`config.mk`:
```
export PLATFORM = sky130hd
export DESIGN_NAME = shifter_ctrl
export DESIGN_NICKNAME = d
export VERILOG_FILES = /design/src/rtl/shifter_ctrl.sv
export SDC_FILE = /design/constraint.sdc
export NUM_CORES = 1
export LEC_CHECK = 0
export ABC_CLOCK_PERIOD_IN_PS = 2200
export BUFFER_PORTS_ARGS = -buffer_cell sky130_fd_sc_hd__buf_2
export CAP_MARGIN = 10
export CORE_MARGIN = 8
export CORE_UTILIZATION = 35
export DETAILED_ROUTE_END_ITERATION = 12
export PLACE_DENSITY = 0.59
export SLEW_MARGIN = 25
export SYNTH_ARGS = -nofsm -noshare
export SYNTH_HDL_FRONTEND = slang
export SYNTH_SLANG_ARGS = --single-unit
export TNS_END_PERCENT = 100
```
`constraint.sdc`:
```
create_clock -name clk -period 2.2 [get_ports clk]
set_input_delay 0.22 -clock clk [delete_from_list [all_inputs] [get_ports clk]]
set_output_delay 0.22 -clock clk [all_outputs]
set_load 0.1 [all_outputs]
```
`src/rtl/shifter_ctrl.sv`:
```
// ---------------------------------------------------------------------------
// shifter_ctrl
//   Frame sequencer for a 45-degree-step phase shifter. Accepts a frame
//   request, steps the rotation index once per valid input sample, waits for
//   the shifter pipeline to drain, then pulses done.
//
// Ports
//   clk          rising-edge clock
//   rst_neg      asynchronous active-low reset
//   start        frame request (sampled every cycle)
//   bypass_mode  bypass the shifter for this frame (latched on start)
//   frame_len    samples in the frame, LEN_W bits (latched on start, 0 illegal)
//   in_valid     current IF sample strobe
//   abort        cancel the frame in progress
//   shf_en       shifter consumes a sample this cycle
//   shf_bypass   bypass select to the shifter
//   phase        3-bit rotation index for the current sample
//   out_valid    shifter output valid (shf_en delayed FLUSH_CYC cycles)
//   busy         state is not IDLE
//   done         one-cycle frame-complete pulse
//   err          sticky illegal-request flag
// ---------------------------------------------------------------------------
module shifter_ctrl #(
    parameter int LEN_W     = 10,
    parameter int FLUSH_CYC = 1
) (
    input  logic             clk,
    input  logic             rst_neg,
    input  logic             start,
    input  logic             bypass_mode,
    input  logic [LEN_W-1:0] frame_len,
    input  logic             in_valid,
    input  logic             abort,
    output logic             shf_en,
    output logic             shf_bypass,
    output logic [2:0]       phase,
    output logic             out_valid,
    output logic             busy,
    output logic             done,
    output logic             err
);

    typedef enum logic [1:0] {
        S_IDLE  = 2'd0,
        S_RUN   = 2'd1,
        S_FLUSH = 2'd2,
        S_DONE  = 2'd3
    } state_t;

    localparam logic [2:0] FLUSH_LAST = 3'(FLUSH_CYC - 1);

    state_t               r_state;
    logic [LEN_W-1:0]     r_len;
    logic [LEN_W-1:0]     r_cnt;
    logic                 r_bypass;
    logic [2:0]           r_phase;
    logic [2:0]           r_fcnt;
    logic                 r_err;
    logic [FLUSH_CYC-1:0] r_vld_pipe;

    logic w_shf_en;
    logic w_busy;
    logic w_last;

    assign w_shf_en = (r_state == S_RUN) && in_valid;
    assign w_busy   = (r_state != S_IDLE);
    // Compare against len-1 rather than cnt+1==len so a length of
    // 2^LEN_W-1 never needs a wider counter.
    assign w_last   = (r_cnt == (r_len - LEN_W'(1)));

    assign shf_en     = w_shf_en;
    assign shf_bypass = w_busy && r_bypass;
    assign phase      = r_phase;
    assign out_valid  = r_vld_pipe[FLUSH_CYC-1];
    assign busy       = w_busy;
    // An abort landing in the DONE cycle cancels the completion pulse.
    assign done       = (r_state == S_DONE) && !abort;
    assign err        = r_err;

    always_ff @(posedge clk or negedge rst_neg) begin
        if (!rst_neg) begin
            r_state    <= S_IDLE;
            r_len      <= '0;
            r_cnt      <= '0;
            r_bypass   <= 1'b0;
            r_phase    <= 3'd0;
            r_fcnt     <= 3'd0;
            r_err      <= 1'b0;
            r_vld_pipe <= '0;
        end else begin
            // out_valid delay line; an abort flushes anything in flight.
            if (abort && w_busy) begin
                r_vld_pipe <= '0;
            end else begin
                r_vld_pipe[0] <= w_shf_en;
                for (int i = 1; i < FLUSH_CYC; i++)
                    r_vld_pipe[i] <= r_vld_pipe[i-1];
            end

            // A request while a frame is active is flagged but otherwise ignored.
            if (start && w_busy)
                r_err <= 1'b1;

            case (r_state)
                S_IDLE: begin
                    // abort has priority over start in IDLE and leaves err alone.
                    if (start && !abort) begin
                        if (frame_len == '0) begin
                            r_err <= 1'b1;
                        end else begin
                            r_len    <= frame_len;
                            r_bypass <= bypass_mode;
                            r_phase  <= 3'd0;
                            r_cnt    <= '0;
                            r_err    <= 1'b0;
                            r_state  <= S_RUN;
                        end
                    end
                end
                S_RUN: begin
                    if (abort) begin
                        r_state <= S_IDLE;
                    end else if (w_shf_en) begin
                        r_cnt <= r_cnt + LEN_W'(1);
                        // Bypassed frames keep the rotation index pinned at 0.
                        if (!r_bypass)
                            r_phase <= r_phase + 3'd1;
                        if (w_last) begin
                            r_fcnt  <= 3'd0;
                            r_state <= S_FLUSH;
                        end
                    end
                end
                S_FLUSH: begin
                    if (abort)
                        r_state <= S_IDLE;
                    else if (r_fcnt == FLUSH_LAST)
                        r_state <= S_DONE;
                    else
                        r_fcnt <= r_fcnt + 3'd1;
                end
                S_DONE: begin
                    r_state <= S_IDLE;
                end
                default: r_state <= S_IDLE;
            endcase
        end
    end

endmodule

```
==> results.md, run 1 <==
- The power density relative to cell area is about 940 nW/um^2.
- The final hold slack is about 160 ps.
- By area the synthesized netlist is led by sky130_fd_sc_hd__dfrtp_1 42%, sky130_fd_sc_hd__mux2_2 5.5%, sky130_fd_sc_hd__xnor2_1 4.8%.
- The count of nets left with antenna violations once routing finished came out at 0.
- The detailed-routing iteration count for the pre-antenna-repair pass is 4.
- The main flop type after synthesis is sky130_fd_sc_hd__dfrtp_1.
- The detailed router put a total of 1990 microns of wire on met1.
- Of the synthesized area, sequential elements account for 0.423.
- The detailed-route DRC error count is 0.
- After synthesis the netlist holds a flip-flop and latch count of 31.
- The number of nets in the layout is 248.
- The buffer cell driving the clock tree root is sky130_fd_sc_hd__clkbuf_8.
- The clock transition time at the flip-flop clock pins of the worst setup and hold paths is ~70 ps.
- The via count of the first global-routing pass is between 1000 and 1500.
- The reported leakage power is a little over 0.001 uW.
- The final worst-path setup slack is approximately 200 ps.
- The total CTS buffers is 5.
- The fraction of final layout cells sized beyond drive strength 1 is 0.254.
- The overall die area is about 7800 sq um.
- The count of cell types in the netlist is 44.
- The run finished with clean final reports.
- The final RePlAce weighted congestion is 0.842.
- Dividing the final minimum period by the clock period gives 0.907.
- The clock tree from TritonCTS is done.
- The die span in y is between 80 and 90 microns.
- The share of synthesized area in the top cell type comes to 0.423.
- The finished cells cover approximately 2200 sq um.
- Of the total synthesized cell area, the portion taken by AND, OR, NAND and NOR gates is 0.235.
- In this design, the stage delay of the slowest critical-path cell is 450 ps.
- The number of setup violations in the final report is 0.
- The detail-routed net length per standard cell is about 14 microns.
- Yosys printed 0 warnings.
- The cell area after placement is between 2000 and 2500 sq um.
- The total vias in the final route is between 1000 and 1500.
- In the detailed route, the total length drawn on met3 is 107 microns.
- For this run the aggregate overflow at the end of global routing stands at 0.
- For this run, the total global-route usage over all layers was measured as 0.120.
- Row generation in the floorplan step produced 26 rows.
- After synthesis, the mean cell area works out to 9.50 sq um.
- The number of port buffers is 24.
- The post-synth net total is between 200 and 250.
- The critical setup path kind is register to register.
- The antenna cell count is 0.
- Data on the critical path arrives at its endpoint at ~2200 ps.
- The worst slack after detailed placement is about 120 ps.
- For this design, the slowest cell found on the critical path is sky130_fd_sc_hd__dfrtp_1.
- After synthesis, the share of flip-flops with an asynchronous set or reset is 1.00.
- Of the total synthesized cell area, the portion taken by full adders, half adders and majority gates is 0.0341.
- Timing would allow up to between 500 and 600 MHz.
- The setup TNS is 0 ps.
- The post-layout minimum cycle time is roughly 2000 ps.
- The startpoint class of the critical path is a register.
- Yosys mapped a number of flops with a built-in enable equal to 0.
- In this run the count of I/O pins placed on the die edge is 25.
- The H-tree was split into 2 levels.
- Across the run, the number of max-cap violations was 0.
- The first global-routing pass estimated 7180 microns of wire.
- Entering global routing, the biggest net connects 32 pins.
- The floorplan step defined a core boundary enclosing about 5100 sq um.
- For the worst setup path, the data required time is ~2400 ps.
- The wire length on met2 is 2080 microns.
- The clock drives 31 sinks.
- The compound-gate portion of the synthesized area came to 0.117.
- The critical path endpoint category is a register.
- The post-DP HPWL is 3190 microns.
- Setup repair after global routing left no endpoint under its margin.
- Leaving out fill and tap cells, the most frequent cells in the layout are 31 x sky130_fd_sc_hd__dfrtp_1, 24 x sky130_fd_sc_hd__buf_2, 21 x sky130_fd_sc_hd__nor2_1, 12 x sky130_fd_sc_hd__nand2_1.
- Synthesis produced between 150 and 200 cells.
- The library cell used most frequently in the layout, excluding fill and tap cells, is sky130_fd_sc_hd__dfrtp_1.
- Compared with the post-synthesis result, the final layout area differs by 20.8%.
- The per-cell via count in the routed design is around 5.0.
- The topmost layer with routed signal wires is met4.
- For this block, the initial DRC count from the detailed router was 78.
- The number of hold violations in the final report is 0.
- For the worst-skew pair, the clock arrives at the later sink with an insertion delay of slightly below 300 ps.
- The clock arrives with ~8 ps of skew.
- The worst hold path belongs to the class input pin to register.
- For the pin with the worst max-slew slack, the measured transition is 716 ps.
- The final count of pins violating max slew is 0.
- Summed over all layers, the routed wires come to roughly 4300 microns.
- Measured against its own limit, the worst slew margin works out to 0.522.
- The dominant combinational cell family by area after synthesis is simple AND/OR/NAND/NOR gates.
- The die is between 80 and 90 microns wide.
- The maximum root-to-sink buffer count is 2.
- The XOR/XNOR share of the synthesized area is 0.0956.
- The worst-path maximum fanout is 5.
- The synthesized netlist occupies a cell area of around 1800 sq um.
- The peak supply drop is 0.000507 V.
- The starting utilization of the core area is 0.361.
- Of the post-synthesis cell area, the part taken by muxes is 0.0553.
- The number of antenna violations at the first check in global routing is 0.
- Walking the worst path, the cells encountered are nor4_4, nand3_2, a2111oi_2, nand4_1, o21ai_2, o21ai_1.
- The library cell with the largest summed area after synthesis is sky130_fd_sc_hd__dfrtp_1.
-- per-stage QoR --
step | std cells | total power (uW) | utilization
2_1_floorplan | 193 | 1320 | -
3_3_place_gp | 288 | 1490 | 0.409
3_5_place_dp | 288 | 1500 | 0.409
4_1_cts | 297 | 2100 | 0.434
5_1_grt | 298 | 2190 | 0.436
6_report | 298 | 2080 | 0.436
-- final timing paths --
| path | slack, ps | end | cells past startpoint | start |
|---|---|---|---|---|
| max | 200 | r_fcnt[1] | 6 | r_len[3] |
| min | 160 | r_state[0] | 2 | abort |
| max reg2reg | 200 | r_fcnt[1] | 6 | r_len[3] |
| min reg2reg | 490 | err | 2 | err |
| max in group asynchronous | 1210 | r_len[7] | 2 | rst_neg |
| min in group asynchronous | 520 | phase[1] | 2 | rst_neg |
-- cell families after synthesis --
logic type,Yosys count
AO/OA/AOI/OAI,31
AND/OR/NAND/NOR,79
flip-flops,31
XOR/XNOR,20
adder cells (fa/ha/maj),5
buffers and inverters,18
multiplexers,9
-- worst max-delay path, delay by kind of cell (launching register included) --
| kind | cells | cell delay [ps] |
|---|---|---|
| and+or+nand+nor | 3 | 720 |
| AOI/OAI and AO/OA | 3 | 700 |
| DFF | 1 | 450 |
-- metal layers --
| metal | vias up | global-route usage |
|---|---|---|
| li1 | 751 | - |
| met1 | 703 | 0.149 |
| met2 | 28 | 0.190 |
| met3 | 5 | 0.0241 |
| met4 | 0 | 0.0645 |
| met5 | - | 0 |
-- final cells by class --
class / instances / area (sq um)
Clock inverter: 2 / 35.0
Clock buffer: 6 / 82.6
Tap cell: 70 / 87.6
Multi-Input combinational cell: 144 / 991
Sequential cell: 31 / 776
Inverter: 10 / 37.5
Fill cell: 512 / 2860
Timing Repair Buffer: 35 / 205
-- synth_stat cells, types with 5 or more instances --
| library cell | number |
|---|---|
| sky130_fd_sc_hd__ha_1 | 5 |
| sky130_fd_sc_hd__clkbuf_1 | 5 |
| sky130_fd_sc_hd__nor2_1 | 21 |
| sky130_fd_sc_hd__nand4_1 | 9 |
| sky130_fd_sc_hd__mux2_2 | 9 |
| sky130_fd_sc_hd__o21ai_0 | 7 |
| sky130_fd_sc_hd__dfrtp_1 | 31 |
| sky130_fd_sc_hd__xor2_1 | 10 |
| sky130_fd_sc_hd__xnor2_1 | 10 |
| sky130_fd_sc_hd__inv_1 | 10 |
| sky130_fd_sc_hd__nand2_1 | 12 |
| sky130_fd_sc_hd__nor2b_1 | 6 |
| sky130_fd_sc_hd__nand3_1 | 5 |
| sky130_fd_sc_hd__nor3_1 | 5 |
-- power breakdown --
part           leakage (uW)  internal [uW]  switching [uW]
logic              0.000587            255             441
clock network     0.0000612            366             221
registers          0.000391            665             133
-- timing repair --
item | CTS | global route
endpoints found under the setup margin | 0 | 5
resized for setup | 0 | 1
hold buffers | 1 | 0
hold endpoints to repair | 18 | 0
setup buffers | 0 | 1
-- state kept, by name (all words and copies together), names as in the netlist --
register   flops
r_state        2
r_fcnt         3
r_len         10
err            1
r_cnt         10
r_bypass       1
out_valid      1
phase          3
Note: power is estimated with default switching activity, not from simulation.
==> run 2, diff against run 1 <==
Settings changed: ABC_CLOCK_PERIOD_IN_PS 2200 to 1900, GPL_ROUTABILITY_DRIVEN set to 0.
Clock period 2.2 ns to 1.9 ns, I/O delays scaled along.
==> results.md, run 2 (synthesized netlist as in run 1, its figures left out) <==
- The horizontal die dimension is 88.4 microns (unchanged).
- The maximum single-stage delay on the critical path is 410 ps (was 450 ps).
- Largest registers in the final layout: r_cnt (10), r_len (10) (unchanged).
- The total CTS buffers is 5 (unchanged).
- The switching power share of the total was 0.402 (was 0.382).
- In this design, the critical path's most frequently occurring cell is sky130_fd_sc_hd__xnor2_1.
- The worst setup skew after layout is 1.73 ps (was 7.98 ps).
- The later-pin clock latency in the skew report was 280 ps (was 290 ps).
- The post-DP HPWL was 3110 microns (was 3190 microns).
- The I/O pin count came to 25 (unchanged).
- The clock transition time at the flip-flop clock pins of the worst setup and hold paths is 60 ps (was 70 ps).
- The maximum clock rate is 521 MHz (was 501 MHz).
- Cells along the critical path: buf_4, xnor2_1, xnor2_1, a2111oi_4, nand4_1, o21ai_2, a21oi_1 (was nor4_4, nand3_2, a2111oi_2, nand4_1, o21ai_2, o21ai_1).
- The overall routing resource usage is 0.120 (about the same).
- The worst min-delay path category was input pin to register (unchanged).
- Run status: finished, violations left (was finished clean).
- The detailed-route DRC error count was 0 (unchanged).
- The clock tree from TritonCTS is done (unchanged).
- The layout overhead on the synthesized area is 28.1% (was 20.8%).
- The die span in y was 88.4 microns (unchanged).
- The relative contribution of combinational cells to total power is 0.407 (was 0.334).
- The maximum number of pins on one net before global-route repair is 32 (unchanged).
- The number of instances in the placed design is 300 (was 288).
- The total length of routed wires came to 4280 microns (was 4250 microns).
- RSZ-0062 raised after global routing: true (was false).
- Highest-count cells in the layout ignoring fill and taps: 31 x sky130_fd_sc_hd__dfrtp_1, 24 x sky130_fd_sc_hd__buf_2, 24 x sky130_fd_sc_hd__buf_4, 20 x sky130_fd_sc_hd__nor2_1, 12 x sky130_fd_sc_hd__nand2_1 (was 31 x sky130_fd_sc_hd__dfrtp_1, 24 x sky130_fd_sc_hd__buf_2, 21 x sky130_fd_sc_hd__nor2_1, 12 x sky130_fd_sc_hd__nand2_1).
- The post-route fraction of the period consumed by the critical path is 1.01 (was 0.907).
- The worst-case headroom to the max-slew limit is 0.534 (was 0.522).
- The total grt overflow was 0 (unchanged).
- The data arrival time of the critical path is 2090 ps (was 2170 ps).
- The final hold slack was 121 ps (was 163 ps).
- The first-pass GRT wire length came to 7200 microns (was 7180 microns).
- The remaining number of nets flagged by the antenna check after routing is 0 (unchanged).
- The share of power burned in the clock network is 0.211 (was 0.282).
- The worst slack after detailed placement is -138 ps (was 120 ps).
- The slew of the pin with the lowest slew margin was 699 ps (was 716 ps).
- The standard cell core area is 5070 sq um (unchanged).
- The fraction of power consumed by sequential logic is 0.381 (was 0.383).
- The number of nets in the layout was 263 (was 248).
- The number of clock sinks is 31 (unchanged).
- The final count of pins violating max slew is 0 (unchanged).
- The startpoint class of the critical path is a register (unchanged).
- The iteration-0 DRC count of the detailed router is 75 (was 78).
- The most common cell after layout, fill and taps aside was sky130_fd_sc_hd__dfrtp_1 (unchanged).
- The number of port buffers was 24 (unchanged).
- The number of setup violations in the final report is 2 (was 0).
- The power density relative to cell area is 1000 nW/um^2 (was 939 nW/um^2).
- The maximum root-to-sink buffer count is 2 (unchanged).
- The critical path endpoint category is a register (unchanged).
- The detailed-routing iteration count for the pre-antenna-repair pass is 4 (unchanged).
- The buffer cell driving the clock tree root is sky130_fd_sc_hd__clkbuf_8 (unchanged).
- The final standard cell count with taps included and fillers excluded is 313 (was 298).
- The starting utilization of the core area was 0.361 (unchanged).
- The required time of the critical path is 2070 ps (was 2370 ps).
- The post-layout minimum cycle time is 1920 ps (was 2000 ps).
- The overall die area came to 7810 sq um (unchanged).
- The number of max-cap violations is 0 (unchanged).
- The buffer and inverter count on the worst path is 1 (was 0).
- The number of antenna violations at the first check in global routing came to 0 (unchanged).
- The via count of the first global-routing pass is 1527 (was 1473).
- The critical setup path kind was register to register (unchanged).
- The per-cell via count in the routed design is 4.96 (was 4.99).
- The number of hold violations in the final report was 0 (unchanged).
- The cell with the largest stage delay on the worst path is sky130_fd_sc_hd__dfrtp_1 (unchanged).
- The number of core rows was 26 (unchanged).
- The final worst-path setup slack was -19.0 ps (was 204 ps).
- The final reports fail on negative setup slack.
- The net load switching power is 948 uW (was 795 uW).
- The critical path's top delay family is compound AO/OA/AOI/OAI gates (was simple AND/OR/NAND/NOR gates).
- The total number of H-tree levels is 2 (unchanged).
- The detail-routed net length per standard cell was 13.7 microns (was 14.3 microns).
- The reported leakage power is 0.00110 uW (was 0.00104 uW).
- The antenna cell count is 0 (unchanged).
- The peak supply drop is 0.000516 V (was 0.000507 V).
- The worst-path maximum fanout is 4 (was 5).
- The design internal power came to 1410 uW (was 1290 uW).
- The total vias in the final route came to 1553 (was 1487).
- The fraction of final layout cells sized beyond drive strength 1 is 0.313 (was 0.254).
-- run 2: worst paths after layout --
check	startpoint	endpoint	slack, ps	cells past startpoint
max in group asynchronous	rst_neg	r_len[6]	960	2
setup reg to reg	r_len[3]	r_state[0]	-20	7
hold / removal	frame_len[0]	r_len[0]	120	3
setup / recovery	r_len[3]	r_state[0]	-20	7
min in group asynchronous	rst_neg	phase[1]	480	2
hold reg to reg	err	err	500	2
-- run 2: worst register-to-register path, stage by stage (launching register included) --
cell and delay [ps]:
sky130_fd_sc_hd__dfrtp_1 410, sky130_fd_sc_hd__buf_4 160, sky130_fd_sc_hd__xnor2_1 190, sky130_fd_sc_hd__xnor2_1 140, sky130_fd_sc_hd__a2111oi_4 330, sky130_fd_sc_hd__nand4_1 210
sky130_fd_sc_hd__o21ai_2 270, sky130_fd_sc_hd__a21oi_1 100
-- run 2: layer usage --
metal  share of wire  global-route usage  up-vias
li1                -                   -      779
met4           0.016              0.0522        0
met3           0.030              0.0334        6
met1            0.47               0.147      745
met2            0.48               0.191       23
met5               0                   0        -
-- run 2: final cells by class --
cell class	instances	area, sq um
clock inverters	1	5.00
well taps	70	87.6
fillers	526	2730
flip-flops and latches	31	776
clock buffers	7	76.3
inverters	10	37.5
multi-input cells	144	1030
repair buffers	50	330
-- run 2: timing repair --
| action | 4_1_cts | 5_1_grt |
|---|---|---|
| pin swaps | 6 | 4 |
| buffers inserted | 2 | 2 |
| gates cloned | 0 | 0 |
| hold buffers | 1 | 0 |
| resized for setup | 5 | 2 |
| hold endpoints to repair | 31 | 0 |
| endpoints found under the setup margin | 5 | 5 |
-- run 2: power by group through the flow --
stage          Sequential [uW]  Clock, uW  Combinational [uW]
2_1_floorplan             1070          0                 458
3_3_place_gp               907          0                 871
3_5_place_dp               909          0                 882
4_1_cts                    900        513                 926
5_1_grt                    919        536                1040
6_report                   899        499                 961
-- run 2: through the flow --
step	util	total power (uW)	setup TNS (ps)	instance area (sq um)
5_1_grt	0.463	2500	-398	2350
2_1_floorplan	-	1530	0	1840
3_3_place_gp	0.430	1780	-280	2180
4_1_cts	0.456	2340	0	2310
3_5_place_dp	0.430	1790	-551	2180
6_report	0.463	2360	-24.2	2350
